### config.mk
export PLATFORM = sky130hd
export DESIGN_NAME = piso_serializer
export DESIGN_NICKNAME = d
export VERILOG_FILES = /design/src/rtl/piso_serializer.sv
export SDC_FILE = /design/constraint.sdc
export NUM_CORES = 1
export LEC_CHECK = 0
export ABC_AREA = 1
export ABC_CLOCK_PERIOD_IN_PS = 1300
export CAP_MARGIN = 20
export CORE_AREA = 2 2 39 41
export DETAILED_ROUTE_END_ITERATION = 12
export DIE_AREA = 0 0 41 43
export REMOVE_ABC_BUFFERS = 1
export SLEW_MARGIN = 20
export SYNTH_ARGS = -nofsm -noshare
export SYNTH_HDL_FRONTEND = slang
export SYNTH_SLANG_ARGS = --single-unit
export TNS_END_PERCENT = 10
### constraint.sdc
create_clock -name clk -period 1.3 [get_ports clk]
set_clock_uncertainty 0.15 [all_clocks]
set_input_delay 0.26 -clock clk [delete_from_list [all_inputs] [get_ports clk]]
set_output_delay 0.26 -clock clk [all_outputs]
set_load 0.05 [all_outputs]
### src/rtl/piso_serializer.sv
// Parallel-in serial-out transmitter with valid/ready load port.
// Define PISO_LSB_FIRST_EN to send LSB first (default MSB first).
module piso_serializer #(
   parameter int WIDTH = 4
) (
   input  logic             clk,
   input  logic             reset_n,
   input  logic             load_valid,
   input  logic [WIDTH-1:0] load_data,
   output logic             load_ready,
   input  logic             shift_en,
   output logic             ser_out,
   output logic             ser_valid,
   output logic             busy,
   output logic             done
);

   localparam int CW = $clog2(WIDTH + 1);

   typedef enum logic {
      IDLE  = 1'b0,
      SHIFT = 1'b1
   } state_e;

   state_e           state_q, state_d;
   logic [WIDTH-1:0] sreg_q, sreg_d;
   logic [CW-1:0]    cnt_q, cnt_d;
   logic             done_q, done_d;

   logic             in_shift;
   logic             last_bit;
   logic             accept;
   logic [WIDTH-1:0] sreg_shifted;
   logic             out_bit;

   assign in_shift   = (state_q == SHIFT);
   assign last_bit   = in_shift && (cnt_q == CW'(1)) && shift_en;
   assign load_ready = (state_q == IDLE) || last_bit;
   assign accept     = load_valid && load_ready;

`ifdef PISO_LSB_FIRST_EN
   assign sreg_shifted = {1'b0, sreg_q[WIDTH-1:1]};
   assign out_bit      = sreg_q[0];
`else
   assign sreg_shifted = {sreg_q[WIDTH-2:0], 1'b0};
   assign out_bit      = sreg_q[WIDTH-1];
`endif

   always_comb begin
      state_d = state_q;
      sreg_d  = sreg_q;
      cnt_d   = cnt_q;
      done_d  = 1'b0;
      unique case (state_q)
         IDLE: begin
            if (accept) begin
               sreg_d  = load_data;
               cnt_d   = CW'(WIDTH);
               state_d = SHIFT;
            end
         end
         SHIFT: begin
            if (shift_en) begin
               sreg_d = sreg_shifted;
               cnt_d  = cnt_q - CW'(1);
               if (cnt_q == CW'(1)) begin
                  done_d  = 1'b1;
                  state_d = IDLE;
               end
            end
            // a load on the last-bit edge chains the next frame
            if (accept) begin
               sreg_d  = load_data;
               cnt_d   = CW'(WIDTH);
               state_d = SHIFT;
            end
         end
         default: begin
            state_d = IDLE;
         end
      endcase
   end

   always_ff @(posedge clk or negedge reset_n) begin
      if (!reset_n) begin
         state_q <= IDLE;
         sreg_q  <= '0;
         cnt_q   <= '0;
         done_q  <= 1'b0;
      end else begin
         state_q <= state_d;
         sreg_q  <= sreg_d;
         cnt_q   <= cnt_d;
         done_q  <= done_d;
      end
   end

   assign ser_out   = in_shift & out_bit;
   assign ser_valid = in_shift;
   assign busy      = in_shift;
   assign done      = done_q;

endmodule
==> metrics, run 1 <==
die area=1760 um^2; CP Class=register to output pin; cell taking the most area after synthesis=dfrtp_1; Max Freq=648 MHz; antenna-violating nets left=0; Site Rows=14; clk sinks=9; DPL Wire Length=772 um; Worst EP required=890 ps; PortBufs=12; #FFs+latches synth=9; drt drc=0; H-tree depth=1; Setup WS post-layout=-242 ps; I/O pin cnt=13; Worst slew margin=72.0%; Slew @ Worst Pin=419 ps; sequential element share of the synthesized area=47.5%; ys async rst share=100%; Syn Area/Cell=8.32 um^2; final setup TNS=-968 ps; Crit Path Max Fanout=2; CP Launch Type=register; hold buffer count at cts=0; Final Util=58.6%; overall routed net length=997 um; Fin Hold WS=153 ps; number of vias per cell=4.38; Peak supply drop=1.12 mV; final hold vios=0; initial core utilization=34.3%; post-synth top area share=47.5%; diode count=0; top cells by count, synth=nand2_1 (14), dfrtp_1 (9), inv_1 (8), nand3_1 (6), nor2_1 (5); Vias=438; Syn. warnings=0; largest net degree at the start of global routing=10; clk_lat worst skew=260 ps; Placer Congestion=0.705; predominant post-synthesis flop cell=dfrtp_1; clock buffer count from CTS=3; Area growth syn-to-layout=71.0%; Mapped Area=474 um^2; leakage=0.414 nW; clock root cell=clkbuf_4; Routed wire per std cell=9.97 um; RSZ-0062 raised after global routing=yes; final setup violation count=10; top post-synthesis cells by area=dfrtp_1 (47%), nand2_1 (11%), nand3_1 (6.3%); CP endpoint kind=output pin; vias in the first global route=436; max-slew violation total from the final report=0; All-Layer GR Usage=15.2%; Synth Instances=57; number of synthesized flops with an enable pin=0; Iter 0 DRT Violations=4; final worst path period share=119%; Yosys cell types=17; gr ovfl total=0; minimum clock period=1540 ps; die height=43 um; TritonCTS clock tree=built; failing checks=negative setup slack; nets=95; status=finished, violations left; layout cell share with drive strength beyond 1=36.9%; Max Root-Sink Buffers=2; die width=41 um; Core ar.=1380 um^2; global-route wire length before repair=1760 um; Pwr per Cell Area=2110 nW/um^2; Worst EP arrival=1130 ps; Clock Pin Slew Worst Setup and Hold Paths=60 ps; most frequent cell after synthesis=nand2_1; initial antenna violation count=0; min-delay worst type=primary input to async pin; max_cap viols=0; Initial DRT Pass Iterations=4
==> sequential cells by signal (all words and copies together) (netlist names) <==
register / flops
busy: 1
cnt_q: 3
sreg_q: 4
done: 1
==> power by group <==
part           leakage (nW)  internal, mW  switching, mW
registers             0.109         0.394         0.0717
logic                 0.290         0.529          0.506
clock network        0.0150         0.118         0.0953
total                 0.414          1.04          0.673
==> cells by family (layout without fill, tap and decap cells) <==
group	after synthesis	count (layout)	share of synthesized area (%)
AND/OR/NAND/NOR	33	33	34.3
buffers and inverters	10	37	8.71
flip-flops	9	9	47.5
AO/OA/AOI/OAI	3	3	4.22
adder cells (fa/ha/maj)	2	2	5.28
==> through the flow <==
stage	std cells	power [mW]	cell area (um^2)	worst slack (ps)
final	100	1.71	811	-242
after global placement	92	1.34	717	-320
after CTS	98	1.66	779	-263
after detailed placement	92	1.35	717	-323
after floorplan	56	0.920	467	-928
after global routing	100	1.84	811	-313
==> path summary, 6_finish.rpt <==
path | end | cells after the start | from | slack (ps)
hold / removal | done | 1 | reset_n | 150
setup reg to reg | sreg_q[3] | 6 | cnt_q[0] | -100
setup / recovery | load_ready | 5 | cnt_q[1] | -240
hold reg to reg | sreg_q[1] | 2 | sreg_q[1] | 340
min in group clk | sreg_q[1] | 2 | sreg_q[1] | 340
max in group asynchronous | busy | 1 | reset_n | 530
==> routing by layer <==
layer	up-vias	wire [um]	track usage, %
met2	5	493	21.3
met3	2	38	2.09
li1	234	-	-
met1	197	448	19.8
met4	0	17	12.0
met5	-	0	0
==> what timing repair did <==
action                     CTS  global route
resized for setup            7             4
buffers inserted             2             2
setup endpoints to repair    9            12
pin swaps                    2             2
==> final cells by class <==
| type | count | area, um^2 |
|---|---|---|
| clock buffer | 4 | 26.3 |
| inverter | 9 | 33.8 |
| tap | 16 | 20.0 |
| timing repair buffer | 24 | 264 |
| fill | 118 | 573 |
| sequential | 9 | 226 |
| multi-input combinational | 38 | 240 |
==> placed cells by master (no fill, tap or decap), types with 2 or more instances in the layout <==
cell              n
buf_12            5
buf_4            11
clkbuf_4          3
clkdlybuf4s50_1   7
dfrtp_1           8
inv_1             6
inv_2             3
nand2_1          13
nand2_4           2
nand3_1           5
nand3b_1          2
nor2_1            5
or2_0             2
==> critical path, cell delays in order, from the launching register on <==
cell and delay [ps]:
dfrtp_1 370, inv_2 70, ha_4 140, nand3_4 70, nand2_4 90, buf_12 130
No activity file was read; power rests on OpenSTA's default activity.
==> run 2: changes to the inputs <==
DONT_BUFFER_PORTS = 1   (was default)
==> run 2 against run 1 <==
Maximum frequency decreased by 2.1%. The flow still finishes with violations (negative setup slack). Clock-buffer cell count unchanged. Worst hold slack got worse by 140 ps. Critical path depth decreased by 1. Non-clock buffer count decreased by 7.
==> metrics, run 2 (same netlist as run 1, synthesis figures left out) <==
status=finished, violations left; failing checks=negative setup slack; Crit Path Max Fanout=2 (unchanged); crit path buf inv count=1 (-1); Site Rows=14 (unchanged); Core ar.=1380 um^2 (unchanged); commonest non-fill, non-tap cells in the layout=nand2_1 (12), buf_4 (10), dfrtp_1 (8), inv_1 (6); Setup WS post-layout=-275 ps (-32.9 ps); CP delay by family, top=flip-flops; Area growth syn-to-layout=54.6%; Worst slew margin=70.7% (-1.3 points); max_cap viols=0 (unchanged); clock root cell=clkbuf_4; All-Layer GR Usage=15.0% (-0.16 points); Placer Congestion=0.712 (+0.92%); global-route wire length before repair=1680 um (-4.3%); overall routed net length=1190 um (+19%); max reg flops=4 (unchanged); CP endpoint=load_ready; Worst EP arrival=1170 ps (+40 ps); initial antenna violation count=0 (unchanged); Final Util=53.0% (-5.6 points); antenna-violating nets left=0 (unchanged); worst-path cell chain=ha_4 > nand3_4 > nand2_4 > buf_8; number of vias per cell=4.57 (+4.3%); Initial DRT Pass Iterations=4 (unchanged); diode count=0 (unchanged); final setup violation count=11 (+1); Largest Register=sreg_q; final hold vios=0 (unchanged); max-slew violation total from the final report=0 (unchanged); Iter 0 DRT Violations=7 (+3); Worst path depth=4 (-1); largest registers=sreg_q x4, cnt_q x3; clock buffer count from CTS=3 (unchanged); Routed wire per std cell=12.8 um (+28%); Reg2Reg Depth=8 (+2); die width=41 um (unchanged); DPL Wire Length=696 um (-9.8%); Pwr per Cell Area=2380 nW/um^2 (+12%); design area=733 um^2 (-9.6%); Max Freq=635 MHz (-2.1%); vias in the first global route=386 (-11%); Slew @ Worst Pin=440 ps (+21.7 ps); CP endpoint kind=output pin; I/O pin cnt=13 (unchanged); clk_lat worst skew=260 ps (about the same); Worst EP required=890 ps (about the same); R2R setup slack=-280 ps (-180 ps); CP Class=register to output pin; Critical Path Start=cnt_q[0]; gr ovfl total=0 (unchanged); PortBufs=0 (-12); largest net degree at the start of global routing=10 (unchanged); minimum clock period=1580 ps (+32.9 ps); Vias=425 (-3.0%); drt drc=0 (unchanged); final worst path period share=121% (+2.5 points); clk sinks=9 (unchanged); die area=1760 um^2 (unchanged); reg-to-reg startpoint=cnt_q[1]; die height=43 um (unchanged); min-delay worst type=primary input to register; Post-DP Area=552 um^2 (-23%); Clock Pin Slew Worst Setup and Hold Paths=60 ps (about the same); RSZ-0062 raised after global routing=yes; nets=88 (-7.4%); CP Launch Type=register; max incr delay on CP=410 ps (+40 ps); layout cell share with drive strength beyond 1=39.0% (+2.1 points); Max Root-Sink Buffers=2 (unchanged); TritonCTS clock tree=built; leakage=0.373 nW (-9.7%); H-tree depth=1 (unchanged); commonest non-fill, non-tap cell in the layout=nand2_1; Slowest-stage cell, CP=dfrtp_1; Crit Reg-Reg Endpoint=cnt_q[1]; Peak supply drop=1.23 mV (+10%); initial core utilization=34.3% (unchanged)
==> run 2: cell types whose count changed in the layout (fill, tap and decap cells not counted), sizes merged <==
cell	previous run	this run
clkdlybuf4s50	7	0
buf	17	14
dlygate4sd3	0	3
==> run 2: layout make-up <==
cell class | instances | area (um^2)
Multi-Input combinational cell | 38 | 255
Sequential cell | 9 | 226
Timing Repair Buffer | 17 | 171
Tap cell | 16 | 20.0
Inverter | 9 | 33.8
Clock buffer | 4 | 26.3
Fill cell | 124 | 651
==> run 2: power by group <==
part	switching [mW]	leakage, nW	internal (mW)
clock network	0.0987	0.0150	0.118
registers	0.102	0.109	0.394
logic	0.520	0.249	0.510
==> run 2: worst min path at each step <==
stage | startpoint | endpoint | slack, ps | depth (start not counted)
after global placement | reset_n | cnt_q[2] | -190 | 0
after CTS | shift_en | done | -20 | 2
after detailed placement | reset_n | cnt_q[2] | -190 | 0
after global routing | load_valid | sreg_q[0] | 20 | 2
final | load_valid | sreg_q[0] | 10 | 2
after floorplan | reset_n | busy | -190 | 0
==> run 2: per-layer routing <==
metal,GRT usage (%),up-vias,part of all wire [%]
met4,4.00,0,0
met5,0,-,0
met3,7.85,0,4.6
met2,21.9,11,52
met1,18.9,195,43
li1,-,219,-
==> run 2: through the flow <==
stage / setup TNS (ps) / power [mW] / setup WS [ps] / std cells / hold WS [ps]
floorplan: -7690 / 0.920 / -928 / 56 / -186
global route: -2000 / 1.84 / -338 / 93 / 15.4
global placement: -113 / 1.16 / -43.5 / 79 / -185
detailed placement: -160 / 1.17 / -52.8 / 79 / -185
finish: -1350 / 1.74 / -275 / 93 / 13.3
CTS: -1290 / 1.61 / -296 / 91 / -18.6
==> run 2: worst register-to-register path, delay by kind of cell, from the launching register on <==
family / cells / cell delay, ps
AOI/OAI and AO/OA: 1 / 50
adders and majority gates: 1 / 250
DFF: 1 / 330
buffers and inverters: 6 / 670
==> run 2: what timing repair did <==
| item | 4_1_cts | 5_1_grt |
|---|---|---|
| hold buffers | 2 | 1 |
| endpoints found under the hold margin | 11 | 1 |
| buffers inserted | 6 | 1 |
| gates cloned | 0 | 0 |
| setup endpoints to repair | 8 | 13 |
| resized for setup | 8 | 9 |
| pin swaps | 4 | 3 |
==> edit 1: new RTL, flow settings as in run 1 <==
`WIDTH`: 4 -> 2.
--- a/src/rtl/piso_serializer.sv
+++ b/src/rtl/piso_serializer.sv
@@ -3,3 +3,3 @@
 module piso_serializer #(
-   parameter int WIDTH = 4
+   parameter int WIDTH = 2
 ) (
Ports: changed (resized load_data); port bits go from 13 to 11. No check against the original RTL was run, so the function may have changed too.
==> edit 1 against run 1 <==
The flow still finishes with violations (setup timing). Register-to-register slack better by 0.10 ns. Routed wire length decreased by 32%. Critical endpoint unchanged. Synthesized area down 29%. Cell area down 30%. Worst setup slack worse by 0.0067 ns. Sequential cell count fell by 3. Largest power group unchanged. Maximum frequency decreased by 0.43%. Total power decreased by 29%. Synthesized cell count shrank 33%.
==> edit 1: results (changes against run 1) <==
* Run status: finished, violations left
* Failing checks: setup timing
* Fillers at 133 (+13%)
* DP HPWL at 520 um (-33%)
* Top Registers: cnt_q x2, sreg_q x2
* VDD IR max at 0.758 mV (-32%)
* Final setup viols at 4 (-6)
* Share of cells above drive strength 1 at 47.3% (+10 points)
* Path depth of the worst reg2reg path at 8 (+2)
* Gr usage total at 9.58% (-5.6 points)
* Leak at 0.278 nW (-33%)
* Setup WS post-layout at -0.249 ns (-0.00670 ns)
* GPL Wtd Cong at 0.698 (-1.0%)
* Footprint of the multi-input gates at 153 um2 (-36%)
* Netlist cell types at 18 (+1)
* Via density at 4.11 (-6.1%)
* Syn avg cell area at 8.82 um2 (+6.1%)
* Placed cell count at 68 (-26%)
* Sequential area share after synthesis at 44.8% (-2.7 points)
* Largest net degree at the start of global routing at 7 (-3)
* Fin nets at 64 (-33%)
* Placed instance area at 532 um2 (-26%)
* Vias in the first global route at 297 (-32%)
* Routed WL per cell at 9.48 um (-4.9%)
* Post-placement setup slack at -0.213 ns (+0.111 ns)
* First-pass GRT wire length at 1100 um (-38%)
* Switching share of power at 41.6% (+2.3 points)
* Final setup TNS at -0.559 ns (+0.410 ns)
* DRT iter0 DRCs at 3 (-1)
[edit 1: cell count changes after synthesis, sizes merged, moves of 2 or more]
cell | before | now
nand2 | 16 | 9
nand3b | 2 | 0
or2 | 2 | 0
dfrtp | 9 | 6
inv | 9 | 6
nand3 | 7 | 4
a21oi | 0 | 2
[edit 1: logic make-up after synthesis]
kind of cell / count (synthesis) / synth area share, %
adder cells (fa/ha/maj): 1 / 3.73
AO/OA/AOI/OAI: 5 / 11.6
buffers and inverters: 9 / 13.4
AND/OR/NAND/NOR: 17 / 26.5
flip-flops: 6 / 44.8
[edit 1: final timing paths]
kind                                          to  slack [ns]                 start
setup / recovery                      load_ready       -0.25  cnt_q[1]$_DFFE_PN0P_
hold / removal                    done$_DFF_PN0_        0.12               reset_n
setup reg to reg           sreg_q[1]$_DFFE_PN0P_           0  cnt_q[1]$_DFFE_PN0P_
hold reg to reg             cnt_q[1]$_DFFE_PN0P_        0.38  cnt_q[1]$_DFFE_PN0P_
max in group asynchronous         busy$_DFF_PN0_        0.63               reset_n
min in group clk            cnt_q[1]$_DFFE_PN0P_        0.38  cnt_q[1]$_DFFE_PN0P_
[edit 1: cell type report]
cell class | instances | share of cell area [%]
Multi-Input combinational cell | 23 | 26.9
Timing Repair Buffer | 16 | 34.4
Inverter | 7 | 4.63
Tap cell | 16 | 3.52
Sequential cell | 6 | 26.7
Clock buffer | 3 | 3.96
[edit 1: power by group through the flow]
stage	Sequential [mW]	Clock [mW]	Combinational (mW)
finish	0.302	0.180	0.734
global route	0.309	0.191	0.795
CTS	0.301	0.178	0.735
detailed placement	0.299	0	0.714
global placement	0.297	0	0.707
floorplan	0.373	0	0.293
[edit 1: per-layer routing]
layer | vias to the layer above | wire [um] | GRT usage, %
met1 | 126 | 316 | 11.4
met2 | 13 | 291 | 14.1
met5 | - | 0 | 0
li1 | 151 | - | -
met3 | 2 | 57 | 4.71
met4 | 0 | 6 | 4.00
[edit 1: worst reg2reg max path: cells and delay by family, from the launching register on]
family / cells / cell delay (ns)
DFF: 1 / 0.38
and+or+nand+nor: 5 / 0.32
adders and majority gates: 1 / 0.17
buffers and inverters: 2 / 0.17
[edit 1: repair_timing]
| item | CTS | global route |
|---|---|---|
| hold endpoints to repair | 0 | 0 |
| gates resized for setup | 5 | 1 |
| endpoints found under the setup margin | 4 | 6 |
| setup buffers | 0 | 0 |
| gates cloned | 0 | 0 |
==> edit 2: new RTL, flow settings as in run 1 <==
Without the edit above. Make the reset (`reset_n`) synchronous in one clocked block.
--- a/src/rtl/piso_serializer.sv
+++ b/src/rtl/piso_serializer.sv
@@ -83,3 +83,3 @@
 
-   always_ff @(posedge clk or negedge reset_n) begin
+   always_ff @(posedge clk) begin
       if (!reset_n) begin
Formal check against the unedited RTL: differs if reset_n is asserted again (counterexample within 4 cycles, from zero or initial values and one cycle with reset_n low); with reset_n held inactive, the same outputs for 10 cycles.
==> edit 2 against run 1 <==
The flow still finishes with violations (setup timing). First-iteration DRC count up 25%. Cell count up 10%. Core utilization shrank 1.4 points. Sequential cell count did not move. Routed wire length rose by 13%. Synthesized area stayed put. Worst setup slack better by 0.031 ns. Cell area down 2.5%.
Power is not compared: it rests on default switching activity, and its combinational part moved more than twofold at a synthesized area within 25%.
==> edit 2: results (changes against run 1) <==
* Hold_sp: load_valid
* Gr usage total at 14.9% (-0.21 points)
* Netlist cell types at 13 (-4)
* Hold Crit Depth at 3
* Placed instance area at 701 um2 (-2.3%)
* Worst-Skew Late Latency at 0.26 ns (about the same)
* First-pass GRT wire length at 1760 um (unchanged)
* Leak at 0.364 nW
* Worst-path maximum fanout at 3 (+1)
* Top post-synthesis cells by count: nand2_1, inv_1, nor2_1, dfxtp_1, nand3_1
* Reg2reg end: sreg_q[1]$_SDFFE_PN0P_
* Worst Hold End: busy$_SDFF_PN0_
* Failing checks: setup timing
* H-tree Lvls at 1 (unchanged)
* Share of cells above drive strength 1 at 29.8% (-7.1 points)
* CTS Buffer Depth at 2 (unchanged)
* Via count at 527 (+20%)
* Worst Tran Pin Value at 0.278 ns (-0.141 ns)
* Met2 global-route usage at 24.7% (+3.4 points)
* Synth warn at 0 (unchanged)
* DRT iter0 DRCs at 5 (+1)
* CTS tree: built
* Clock root buffer: clkbuf_4
* Antenna diodes at 0 (unchanged)
* Routed WL per cell at 10.2 um (+2.5%)
* GPL Wtd Cong at 0.752 (+6.7%)
* Pre-Repair DR Iteration Count at 3 (-1)
* Vias in the first global route at 485 (+11%)
* Fin nets at 105 (+11%)
* Top Registers: sreg_q x4, cnt_q x3
* Grt ovf at 0 (unchanged)
* Antenna violations before repair at 0 (unchanged)
* Run status: finished, violations left
* Path depth of the worst reg2reg path at 9 (+3)
* Clock Pin Slew Worst Setup and Hold Paths at 0.06 ns (about the same)
* Final setup viols at 8 (-2)
* Setup WS post-layout at -0.212 ns (+0.0305 ns)
* Synth area leaders: dfxtp_1, nand2_1, nand3_1
* Reg2reg setup slack at -0.08 ns (+0.02 ns)
* Hold_ws at 0.308 ns (+0.155 ns)
* Crit path max-delay cell type: dfxtp_2
* Sequential area share after synthesis at 38.0% (-9.5 points)
* Met1 Use GR at 16.1% (-3.7 points)
* CP max stage delay at 0.31 ns (-0.06 ns)
* Cts bufs inserted at 3 (unchanged)
* Post-synth ARST share at 0% (-100 points)
* VDD IR max at 0.495 mV
* IO Port Bufs at 12 (unchanged)
* R2r startpoint: cnt_q[1]$_SDFFE_PN0P_
* Fillers at 136 (+15%)
* Hold Crit Class: in2reg
* M3 GR Usage at 1.57% (-0.52 points)
* DP HPWL at 814 um (+5.4%)
* Largest net degree at the start of global routing at 9 (-1)
[edit 2: cell families (layout without fill, tap and decap cells)]
family | after synthesis | in the layout | share of synthesized area [%]
flops | 9 | 9 | 38.0
simple gates | 34 | 34 | 29.8
fa+ha+maj | 2 | 2 | 5.28
compound gates | 11 | 11 | 12.4
buf+inv | 15 | 38 | 14.5
[edit 2: final cells by class]
cell class / instances / area (um2) / area share (%)
multi-input combinational: 47 / 263 / 33.2
timing repair buffer: 22 / 250 / 31.6
sequential: 9 / 186 / 23.6
inverter: 12 / 45.0 / 5.70
clock buffer: 4 / 26.3 / 3.32
tap: 16 / 20.0 / 2.53
[edit 2: through the flow]
step           instances  TNS [ns]  power (mW)  setup WS [ns]  util, %
6_report             110    -0.636       0.766         -0.212     57.1
3_5_place_dp         104     -2.70       0.533         -0.388     50.6
5_1_grt              110     -1.23       0.814         -0.259     57.1
2_1_floorplan         68     -8.92       0.424          -1.05        -
4_1_cts              110    -0.626       0.765         -0.206     55.9
3_3_place_gp         104     -2.58       0.531         -0.354     50.6
[edit 2: repair_timing]
action	CTS	global route
pin swaps	0	1
buffers inserted	2	0
endpoints found under the setup margin	11	11
gates resized for setup	14	3
[edit 2: worst max-delay path by stage]
stage | start | to | slack [ns] | cells after the start
3_5_place_dp | load_valid | cnt_q[1]$_SDFFE_PN0P_ | -0.39 | 8
5_1_grt | cnt_q[1]$_SDFFE_PN0P_ | load_ready | -0.26 | 5
3_3_place_gp | load_valid | cnt_q[1]$_SDFFE_PN0P_ | -0.35 | 8
6_report | cnt_q[1]$_SDFFE_PN0P_ | load_ready | -0.21 | 5
2_1_floorplan | busy$_SDFF_PN0_ | cnt_q[2]$_SDFFE_PN0P_ | -1.05 | 5
4_1_cts | cnt_q[1]$_SDFFE_PN0P_ | load_ready | -0.21 | 5
[edit 2: report_power, final]
part	switching [mW]	internal [mW]	total [mW]
Sequential	0.0149	0.298	0.313
Combinational	0.119	0.118	0.237
Clock	0.0975	0.118	0.216
Total	0.232	0.534	0.766
[edit 2: per-layer routing]
| metal | up-vias | wire length, um |
|---|---|---|
| met4 | 0 | 29 |
| met2 | 10 | 554 |
| met3 | 4 | 28 |
| li1 | 267 | - |
| met5 | - | 0 |
| met1 | 246 | 511 |
[edit 2: critical path: cells and delay by family, from the launching register on]
| kind | cells | cell delay (ns) |
|---|---|---|
| buffers and inverters | 2 | 0.20 |
| adder cells (fa/ha/maj) | 1 | 0.14 |
| flip-flops | 1 | 0.31 |
| AND/OR/NAND/NOR | 2 | 0.19 |
